**config.mk**
```make
export PLATFORM = sky130hd
export DESIGN_NAME = updown_counter_multi
export DESIGN_NICKNAME = d
export VERILOG_FILES = /design/src/rtl/updown_counter_multi.sv
export SDC_FILE = /design/constraint.sdc
export NUM_CORES = 1
export LEC_CHECK = 0
export ABC_AREA = 1
export CORE_ASPECT_RATIO = 0.8
export CORE_MARGIN = 4
export CORE_UTILIZATION = 45
export CTS_CLUSTER_DIAMETER = 200
export DETAILED_ROUTE_END_ITERATION = 6
export PLACE_DENSITY = 0.7
export SETUP_SLACK_MARGIN = 0.02
export SLEW_MARGIN = 20
export SYNTH_ARGS = -nofsm -noshare
export SYNTH_HDL_FRONTEND = slang
export SYNTH_SLANG_ARGS = --single-unit
```
**constraint.sdc**
```tcl
create_clock -name clock -period 9.8 [get_ports clock]
set_clock_uncertainty 0.05 [all_clocks]
set_input_delay 2.45 -clock clock [delete_from_list [all_inputs] [get_ports clock]]
set_output_delay 2.45 -clock clock [all_outputs]
set_load 0.05 [all_outputs]
```
**src/rtl/updown_counter_multi.sv**
```systemverilog
// Up/down counter with run-time bounds, step and bounce/wrap/saturate modes.
// Optional prescaler enabled by defining UPDOWN_CNT_PRESCALE_EN.
module updown_counter_multi #(
   parameter int               WIDTH     = 8,
   parameter logic [WIDTH-1:0] RESET_VAL = '0
`ifdef UPDOWN_CNT_PRESCALE_EN
   ,
   parameter int               PRESCALE  = 4
`endif
) (
   input  logic             clock,
   input  logic             areset,
   input  logic             en,
   input  logic [1:0]       mode,
   input  logic [WIDTH-1:0] lo,
   input  logic [WIDTH-1:0] hi,
   input  logic [WIDTH-1:0] step,
   input  logic             load,
   input  logic [WIDTH-1:0] load_val,
   input  logic             load_dir,
   output logic [WIDTH-1:0] data,
   output logic             dir,
   output logic             turn,
   output logic             at_hi,
   output logic             at_lo,
   output logic             cfg_err
);

   typedef enum logic [1:0] {
      MODE_BOUNCE     = 2'd0,
      MODE_WRAP       = 2'd1,
      MODE_SAT        = 2'd2,
      MODE_BOUNCE_ALT = 2'd3
   } mode_e;

   mode_e            mode_q;
   logic [WIDTH:0]   up_sum;
   logic [WIDTH:0]   dn_dif;
   logic             over_hi;
   logic             under_lo;
   logic             below;
   logic             above;
   logic             tick;
   logic [WIDTH-1:0] data_nxt;
   logic             dir_nxt;
   logic             turn_nxt;

   assign mode_q  = mode_e'(mode);
   assign cfg_err = (lo > hi);
   assign at_hi   = (data == hi);
   assign at_lo   = (data == lo);
   assign below   = (data < lo);
   assign above   = (data > hi);

   // One extra bit keeps carry/borrow visible so no mode can wrap modulo 2^WIDTH.
   assign up_sum   = {1'b0, data} + {1'b0, step};
   assign dn_dif   = {1'b0, data} - {1'b0, step};
   assign over_hi  = (up_sum > {1'b0, hi});
   assign under_lo = dn_dif[WIDTH] | (dn_dif[WIDTH-1:0] < lo);

`ifdef UPDOWN_CNT_PRESCALE_EN
   localparam int PS_W = (PRESCALE > 1) ? $clog2(PRESCALE) : 1;

   logic [PS_W-1:0] ps_cnt;

   assign tick = (ps_cnt == PS_W'(PRESCALE - 1));

   always_ff @(posedge clock or posedge areset) begin
      if (areset)
         ps_cnt <= '0;
      else if (load)
         ps_cnt <= '0;
      else if (en)
         ps_cnt <= tick ? '0 : ps_cnt + 1'b1;
   end
`else
   assign tick = 1'b1;
`endif

   always_comb begin
      data_nxt = data;
      dir_nxt  = dir;
      turn_nxt = 1'b0;
      if (load) begin
         data_nxt = load_val;
         dir_nxt  = load_dir;
      end else if (cfg_err || !en || !tick) begin
         data_nxt = data;
      end else if (below) begin
         // Out-of-range value is pulled onto the nearest bound; stepping resumes next cycle.
         data_nxt = lo;
      end else if (above) begin
         data_nxt = hi;
      end else begin
         unique case (mode_q)
            MODE_WRAP: begin
               if (dir) begin
                  if (at_hi || over_hi) begin
                     data_nxt = lo;
                     turn_nxt = 1'b1;
                  end else begin
                     data_nxt = up_sum[WIDTH-1:0];
                  end
               end else begin
                  if (at_lo || under_lo) begin
                     data_nxt = hi;
                     turn_nxt = 1'b1;
                  end else begin
                     data_nxt = dn_dif[WIDTH-1:0];
                  end
               end
            end
            MODE_SAT: begin
               if (dir) begin
                  if (!at_hi)
                     data_nxt = over_hi ? hi : up_sum[WIDTH-1:0];
               end else begin
                  if (!at_lo)
                     data_nxt = under_lo ? lo : dn_dif[WIDTH-1:0];
               end
            end
            default: begin
               // Bounce: reaching a bound costs one dwell cycle, during which dir flips.
               if (dir) begin
                  if (at_hi) begin
                     dir_nxt  = 1'b0;
                     turn_nxt = 1'b1;
                  end else begin
                     data_nxt = over_hi ? hi : up_sum[WIDTH-1:0];
                  end
               end else begin
                  if (at_lo) begin
                     dir_nxt  = 1'b1;
                     turn_nxt = 1'b1;
                  end else begin
                     data_nxt = under_lo ? lo : dn_dif[WIDTH-1:0];
                  end
               end
            end
         endcase
      end
   end

   always_ff @(posedge clock or posedge areset) begin
      if (areset) begin
         data <= RESET_VAL;
         dir  <= 1'b1;
         turn <= 1'b0;
      end else begin
         data <= data_nxt;
         dir  <= dir_nxt;
         turn <= turn_nxt;
      end
   end

endmodule

```
== After elaboration in Yosys (flattened, before gate mapping) ==
Index checks and enable logic that the tools add are counted.

* Register bits after elaboration: 10
* Input port bits: 39
* Output and inout bits: 13
* Logic and storage cells: 59

* Add/subtract/negate cells: 2
* Magnitude comparators: 5
* Eq/ne operators: 10
* Multiplexer cells: 31
* Bitwise logic cells: 1
* Reduce and logical (&&, ||, !) cells: 7

{| class="wikitable"
|+ Operators with widths
! cell !! count
|-
| $mux W8 || 13
|-
| $mux W1 || 17
|-
| $eq A8 B8 Y1 || 2
|-
| $gt A8 B8 Y1 || 2
|-
| $lt A8 B8 Y1 || 2
|-
| $ne A6 B3 Y1 const B || 2
|-
| $add A8 B8 Y9 || 1
|-
| $gt A9 B8 Y1 || 1
|-
| $sub A8 B8 Y9 || 1
|-
| $ne A2 B2 Y1 const B || 3
|-
| $reduce_and A4 Y1 || 1
|-
| $logic_or A1 B1 Y1 || 3
|-
| $reduce_and A3 Y1 || 1
|-
| $eq A2 B1 Y1 const B || 1
|-
| $eq A2 B2 Y1 const B || 1
|-
| $ne A2 B1 Y1 const B || 1
|-
| $pmux W1 S2 || 1
|-
| $reduce_or A2 Y1 || 1
|-
| $logic_not A1 Y1 || 1
|-
| $or A1 B1 Y1 || 1
|}

== Depth between registers and ports, before layout ==
Gate-level depths: netlist of run 1.

* Depth after elaboration: 11
* Gate-level depth with buffers: 27
* Mapped depth without buffers: 26

== Least setup slack after synthesis of run 1 ==
No wires, ideal clock.

* Path kind: input to output
* From: input port hi[7]
* To: output port at_hi
* Arrival time: 4.517 ns
* Data required time: 7.300 ns
* Path slack: 2.783 ns
* Stages: 4
* Path buffers: 0
* Cells stage by stage: inv_1 ha_1 nand2_1 nor4_1

* Cells in the longest elaborated chain, start to end: 1

{| class="wikitable"
|+ Ends and longest elaborated chain
! what !! line !! text
|-
| start: declaration || 16 || <nowiki>input logic [WIDTH-1:0] hi,</nowiki>
|-
| $eq A8 B8 Y1 || 50 || <nowiki>assign at_hi = (data == hi);</nowiki>
|-
| end: declaration || 24 || <nowiki>output logic at_hi,</nowiki>
|}

No other way between the ends.

== Final worst setup path of run 1 ==
* From: input port hi[3]
* To: output port at_hi

The elaborated chain is that of the path after synthesis.

==> metrics.txt, run 1 <==
pin count of the biggest net entering global routing=18; grt ovf=0; routed wire length per instance=between 15 and 20 um; Multi-input gate area=approximately 2300 sq um; final setup vio count=0; initial core utilization=46.33%; mapped cell area=~3000 sq um; Synth cell types=36; row count=26; FF-to-FF setup slack=about 5400 ps; layout overhead on the synthesized area=20.78%; CP top delay family=buffers and inverters; routability cong.=between 0.9 and 1; Slew Viols, Final=0; critical path buffer and inverter count=4; Final nets=about 640; Critical-path top delay cell=clkdlybuf4s50_1; Crit Path Max Fanout=4; # diodes=0; Setup TNS Final=0 ps; # fillers=659; Power Density=~180 nW/um^2; number of port buffers=between 50 and 60; register area=~250 sq um; H-tree depth=1; critical-path cell list=clkdlybuf4s50_1 -> inv_1 -> ha_1 -> nand2_1 -> inv_2 -> nand2_1 -> nor4_1 -> clkdlybuf4s50_1; io pins=between 50 and 60; Mean Syn Cell Area=6.059 sq um; number of hold buffers added after CTS=0; CP required=around 7300 ps; pre-CTS WS=about 2500 ps; maximum clock insertion buffer count=2; Routed Wire Length=a little over 10000 um; Die Y=roughly 81 um; net count after synthesis=around 590; final worst slack=between 2000 and 2500 ps; number of routed nets with antenna violations=0; Root Buffer=clkbuf_8; initial antenna violation count=0; worst skew pair latency=about 250 ps; RR Endpoint=data[2]; total die area=roughly 8000 sq um; Setup crit start kind=input port; post-CTS setup buffer count=0; Clock Pin Slew Worst Setup and Hold Paths=60 ps; Min-Delay Endpoint=dir; final hold violations=0; Syn. warnings=0; status=complete, no violations; endpoint class of the critical path=primary output; Post-route DRC=0; final cycle utilization of the critical path=74.93%; Worst Path Arrival=4840 ps; FF+latch count, synth=10; Worst-Margin Slew=about 620 ps; hold path depth=2; cts repair resizes=0; Min-Delay Path Class=reg2reg; slew margin rel.=58.40%; Num CTS Buffers=3; reg2reg start=data[2]; Yosys top cell area share=about a quarter; Final Util=between 50% and 60%; min Tclk post-route=roughly 7300 ps; layout cells sized above 1=between 5 and 6%; FF-to-FF path depth=23; Core Area=6409 sq um; Synth area leaders=ha_1, nand2_1, inv_1; Worst path max stage delay=910 ps; via count=3431; Die Width=a little under 100 um; first-pass GRT wire length=16640 um; min-delay src=dir; vias in the first global route=between 3000 and 4000; first-pass iteration count of the detailed router=6; # Max-Cap Violations=0; worst vdd ir=between 100 and 150 uV; largest area contributor in the netlist=ha_1; Seq/Total Area, Yosys=8.470%; CTS tree=done; DR iter-0 viols=about 360; unrepaired setup endpoints after global routing=false; Crit. Startpoint=hi[3]; via-per-instance ratio=between 5 and 6; Fmax achieved=about 140 MHz; clock net sink count=10; CP Class=in2out; cells after synthesis=between 400 and 500; leak pwr=1.964 nW; DP HPWL=8563 um; Global Route Usage Sum=between 20% and 30%
placed cells by master (no fill, tap or decap), types with 2 or more instances in the layout:
master / Yosys / final
nand3_1: 51 / 51
nand2_2: 8 / 8
clkbuf_8: 0 / 4
xor2_1: 10 / 10
fa_1: 2 / 2
o21ai_1: 3 / 3
a31oi_1: 2 / 2
o21ai_0: 19 / 19
o21ai_2: 2 / 2
dfrtp_1: 9 / 9
nand4_1: 19 / 19
ha_1: 56 / 56
a21oi_2: 2 / 2
a21o_1: 2 / 2
a21oi_1: 35 / 35
clkdlybuf4s50_1: 0 / 51
inv_2: 7 / 7
a211oi_1: 4 / 4
nand2_1: 130 / 130
o21bai_1: 2 / 2
inv_1: 80 / 80
nor2_1: 27 / 27
worst reg2reg max path, stage by stage, from the launching register on:
cell and delay [ps]:
dfrtp_1 520, ha_1 560, inv_2 110, nand2_1 90, nand2_1 50, nand2_1 60, nand3_1 140, nand2_1 90
nand2_1 70, xor2_1 390, inv_1 110, ha_1 350, nand2_1 100, nand2_1 60, nand2_1 430, nand2_1 360
nand2_1 160, nand3_1 80, nand3_1 120, nand2_1 50, nand2_1 130, nand2_1 100, nand2_1 70, nand2_1 50
registers in the layout, indices dropped and copies added (netlist names):
name / flops
data: 8
dir: 1
turn: 1
layout make-up:
type	instances	share of cell area [%]
flip-flops and latches	10	7.013
clock buffers	4	1.535
multi-input cells	385	65.18
well taps	84	2.931
repair buffers	51	14.24
inverters	87	9.107
cell usage after synthesis (all sizes together):
master  number
nor2        27
o21ai       24
nand2      139
a31o         1
a31oi        3
dfrtp        9
xnor2        1
inv         87
o211ai       1
xor2        10
a21o         2
o221ai       1
fa           2
ha          56
nand3b       1
o21bai       2
or3          1
or2          1
nand4       19
a21oi       37
nor4         1
clkbuf       3
dfstp        1
buf          5
a211oi       4
nand3       52
worst max-delay path by stage:
stage	to	slack [ps]	depth (start not counted)
finish	at_hi	2460	8
global route	at_hi	2310	8
CTS	at_hi	2470	8
detailed placement	at_hi	2480	6
global placement	at_hi	2530	8
floorplan	at_hi	2780	4
through the flow:
stage	total power [mW]	instances	hold WS (ps)	cell area (sq um)
after floorplan	0.4414	490	741.5	2969
after global placement	0.5963	617	528.4	3531
after detailed placement	0.5944	617	533.9	3531
after CTS	0.6528	621	543.0	3586
after global routing	0.7285	621	586.5	3586
final	0.6614	621	539.6	3586
kinds of logic (layout without fill, tap and decap cells):
group                      count (synthesis)  in the layout  share of synthesized area [%]
AOI/OAI and AO/OA                         75             75                          14.79
buffers and inverters                     95            142                          12.81
xor gates and xnor gates                  11             11                          3.245
and+or+nand+nor                          241            241                          35.74
DFF                                       10             10                          8.471
adders and majority gates                 58             58                          24.95
layer usage:
| metal | wire length (um) | global-route usage (%) | up-vias |
|---|---|---|---|
| li1 | - | - | 1711 |
| met4 | 135 | 4.229 | 0 |
| met2 | 4412 | 40.68 | 165 |
| met1 | 4894 | 38.67 | 1543 |
| met5 | 0 | 0 | - |
| met3 | 944 | 4.340 | 12 |
power by group:
part	internal (mW)	switching, mW	leakage (nW)
Clock	0.0355	0.0201	0.0288
Sequential	0.0495	0.0255	0.120
Combinational	0.179	0.352	1.82
Note: power is estimated with default switching activity, not from simulation.
==> run 2: changes to the inputs <==
--- a/config.mk
+++ b/config.mk
@@ -11,7 +11,7 @@
 export CORE_UTILIZATION = 45
 export CTS_CLUSTER_DIAMETER = 200
 export DETAILED_ROUTE_END_ITERATION = 6
-export PLACE_DENSITY = 0.7
+export PLACE_DENSITY = 0.72
 export SETUP_SLACK_MARGIN = 0.02
 export SLEW_MARGIN = 20
 export SYNTH_ARGS = -nofsm -noshare
==> constraint.sdc (replaced) <==
create_clock -name clock -period 6.5 [get_ports clock]
set_clock_uncertainty 0.05 [all_clocks]
set_input_delay 1.625 -clock clock [delete_from_list [all_inputs] [get_ports clock]]
set_output_delay 1.625 -clock clock [all_outputs]
set_load 0.05 [all_outputs]
==> run 2 against run 1 <==
Net effect:
- cell area is 0.21% higher
- sequential share of layout area hardly changed
- via count is 0.55% higher
- die area stayed put
- utilization is 0.12 points higher
- hold slack better by 54 ps
- flip-flop and latch count stayed put
- count of clock-buffer cells in the layout stayed put
- global-route usage is 0.12 points higher
- critical path type unchanged
- largest power group unchanged
==> metrics.txt, run 2 (same netlist as run 1, synthesis figures left out) <==
initial core utilization=46.33% (unchanged); # fillers=646 (was 659); design area=3593 sq um (was 3586 sq um); Worst path max stage delay=910 ps (about the same); clock net sink count=10 (unchanged); CP required=4830 ps (was 7300 ps); # diodes=0 (unchanged); Worst Path Arrival=4020 ps (was 4840 ps); most frequent cells in the layout=nand2_1, inv_1, ha_1, nand3_1, clkdlybuf4s50_1 (unchanged); final worst slack=803.1 ps (was 2457 ps); first-pass iteration count of the detailed router=5 (was 6); Setup TNS Final=0 ps (unchanged); via count=3450 (was 3431); hold slack=593.8 ps (was 539.6 ps); final cycle utilization of the critical path=87.64%; sequential share of power=11.2% (was 11.3%); final setup vio count=0 (unchanged); Power Density=278.6 nW/um^2 (was 184.4 nW/um^2); Crit Path Max Fanout=3 (was 4); Post-DP Area=3538 sq um (was 3531 sq um); unrepaired setup endpoints after global routing=false (unchanged); first-pass GRT wire length=16320 um (was 16640 um); CP Class=in2out (unchanged); Root Buffer=clkbuf_8 (unchanged); number of routed nets with antenna violations=0 (unchanged); pre-CTS WS=833.0 ps (was 2481 ps); commonest non-fill, non-tap cell in the layout=nand2_1 (unchanged); post-route insts no fill=622 (was 621); worst vdd ir=131.2 uV (was 106.5 uV); Fmax achieved=175.5 MHz; worst skew pair latency=240 ps (was 250 ps); initial antenna violation count=0 (unchanged); status=complete, no violations (unchanged); largest registers=data: 8 flops, dir: 1 flops, turn: 1 flops (unchanged); DR iter-0 viols=300 (was 364); CP top delay family=buffers and inverters (unchanged); internal power=403.3 uW (was 264.1 uW); Top cell by count, worst path=clkdlybuf4s50_1; DP HPWL=8833 um (was 8563 um); via-per-instance ratio=5.547 (was 5.525); grt ovf=0 (unchanged); P_sw=597.6 uW (was 397.3 uW); Sw Ratio=59.70% (was 60.07%); Global Route Usage Sum=26.45% (was 26.33%); Setup crit start kind=input port (unchanged); min Tclk post-route=around 5700 ps; critical-path cell list=clkdlybuf4s50_1 -> inv_1 -> ha_1 -> nand2_1 -> nor4_1 -> clkdlybuf4s50_1 (was clkdlybuf4s50_1 -> inv_1 -> ha_1 -> nand2_1 -> inv_2 -> nand2_1 -> nor4_1 -> clkdlybuf4s50_1); Slew Viols, Final=0 (unchanged); io pins=52 (unchanged); dpl cells=618 (was 617); Critical-path top delay cell=clkdlybuf4s50_1 (unchanged); total die area=7969 sq um (unchanged); Routed Wire Length=10600 um (was 10390 um); Num CTS Buffers=3 (unchanged); Multi-input gate area=2337 sq um (unchanged); CTS tree=done (unchanged); leak pwr=1.969 nW (was 1.964 nW); Die Y=80.65 um (unchanged); Final nets=636 (was 635); Comb pwr share=80.8% (was 80.3%); maximum clock insertion buffer count=2 (unchanged); slew margin rel.=53.58% (was 58.40%); row count=26 (unchanged); final hold violations=0 (unchanged); cts repair resizes=0 (unchanged); Core Area=6409 sq um (unchanged); number of hold buffers added after CTS=0 (unchanged); Clk pwr share=8.0% (was 8.4%); Post-route DRC=0 (unchanged); number of port buffers=51 (unchanged); register area=251.5 sq um (unchanged); post-CTS setup buffer count=0 (unchanged); Clock Pin Slew Worst Setup and Hold Paths=50 ps (was 60 ps); critical path buffer and inverter count=3 (was 4); # Max-Cap Violations=0 (unchanged); Min-Delay Path Class=reg2reg (unchanged); endpoint class of the critical path=primary output (unchanged); layout cells sized above 1=5.390% (was 5.214%); routed wire length per instance=17.03 um (was 16.73 um); H-tree depth=1 (unchanged); flip-flop count of the largest register after layout=8 (unchanged); pin count of the biggest net entering global routing=17 (was 18); routability cong.=0.9729 (was 0.9679); vias in the first global route=3214 (was 3161); Worst-Margin Slew=693.8 ps (was 621.7 ps); Die Width=98.82 um (unchanged); layout overhead on the synthesized area=21.03% (was 20.78%); Top reg by flops=data (unchanged)
run 2: cell count changes in the layout (fill, tap and decap cells not counted), sizes merged:
cell	change
buf	+1
run 2: layer usage:
layer	vias to the layer above	part of all wire (%)	routed length [um]	global-route usage (%)
met2	158	41	4350	40.01
met5	-	0	0	0
met3	13	10	1058	3.472
met1	1564	47	5003	39.18
li1	1715	-	-	-
met4	0	1.7	182	6.548
run 2: tightest hold or removal path, delay by kind of cell, from the launching register on:
family | cells | cell delay (ps)
and+or+nand+nor | 1 | 90
DFF | 1 | 430
AOI/OAI and AO/OA | 1 | 100
run 2: final cells by class:
class	count	share of cell area [%]
sequential	10	6.999
tap	84	2.925
timing repair buffer	52	14.42
clock buffer	4	1.532
multi-input combinational	385	65.04
inverter	87	9.088
run 2: worst paths after layout:
kind | depth (start not counted) | endpoint | start | slack (ps)
max in group asynchronous | 2 | dir | areset | 4450
min in group asynchronous | 2 | data[0] | areset | 1630
worst max register to register | 23 | data[2] | data[2] | 2470
worst min-delay path | 2 | dir | dir | 590
worst max-delay path | 6 | at_hi | hi[7] | 800
worst min register to register | 2 | dir | dir | 590
run 2: per-stage QoR:
stage | utilization [%] | power, mW
2_1_floorplan | - | 0.6655
3_3_place_gp | 55.21 | 0.9002
3_5_place_dp | 55.21 | 0.9027
4_1_cts | 56.07 | 0.9870
5_1_grt | 56.07 | 1.099
6_report | 56.07 | 1.001
run 2: power by group through the flow:
| stage | clock network [mW] | registers, mW | logic, mW |
|---|---|---|---|
| after global routing | 0.0849 | 0.114 | 0.900 |
| after detailed placement | 0 | 0.112 | 0.790 |
| after global placement | 0 | 0.113 | 0.787 |
| final | 0.0801 | 0.112 | 0.808 |
| after CTS | 0.0808 | 0.111 | 0.795 |
| after floorplan | 0 | 0.134 | 0.531 |
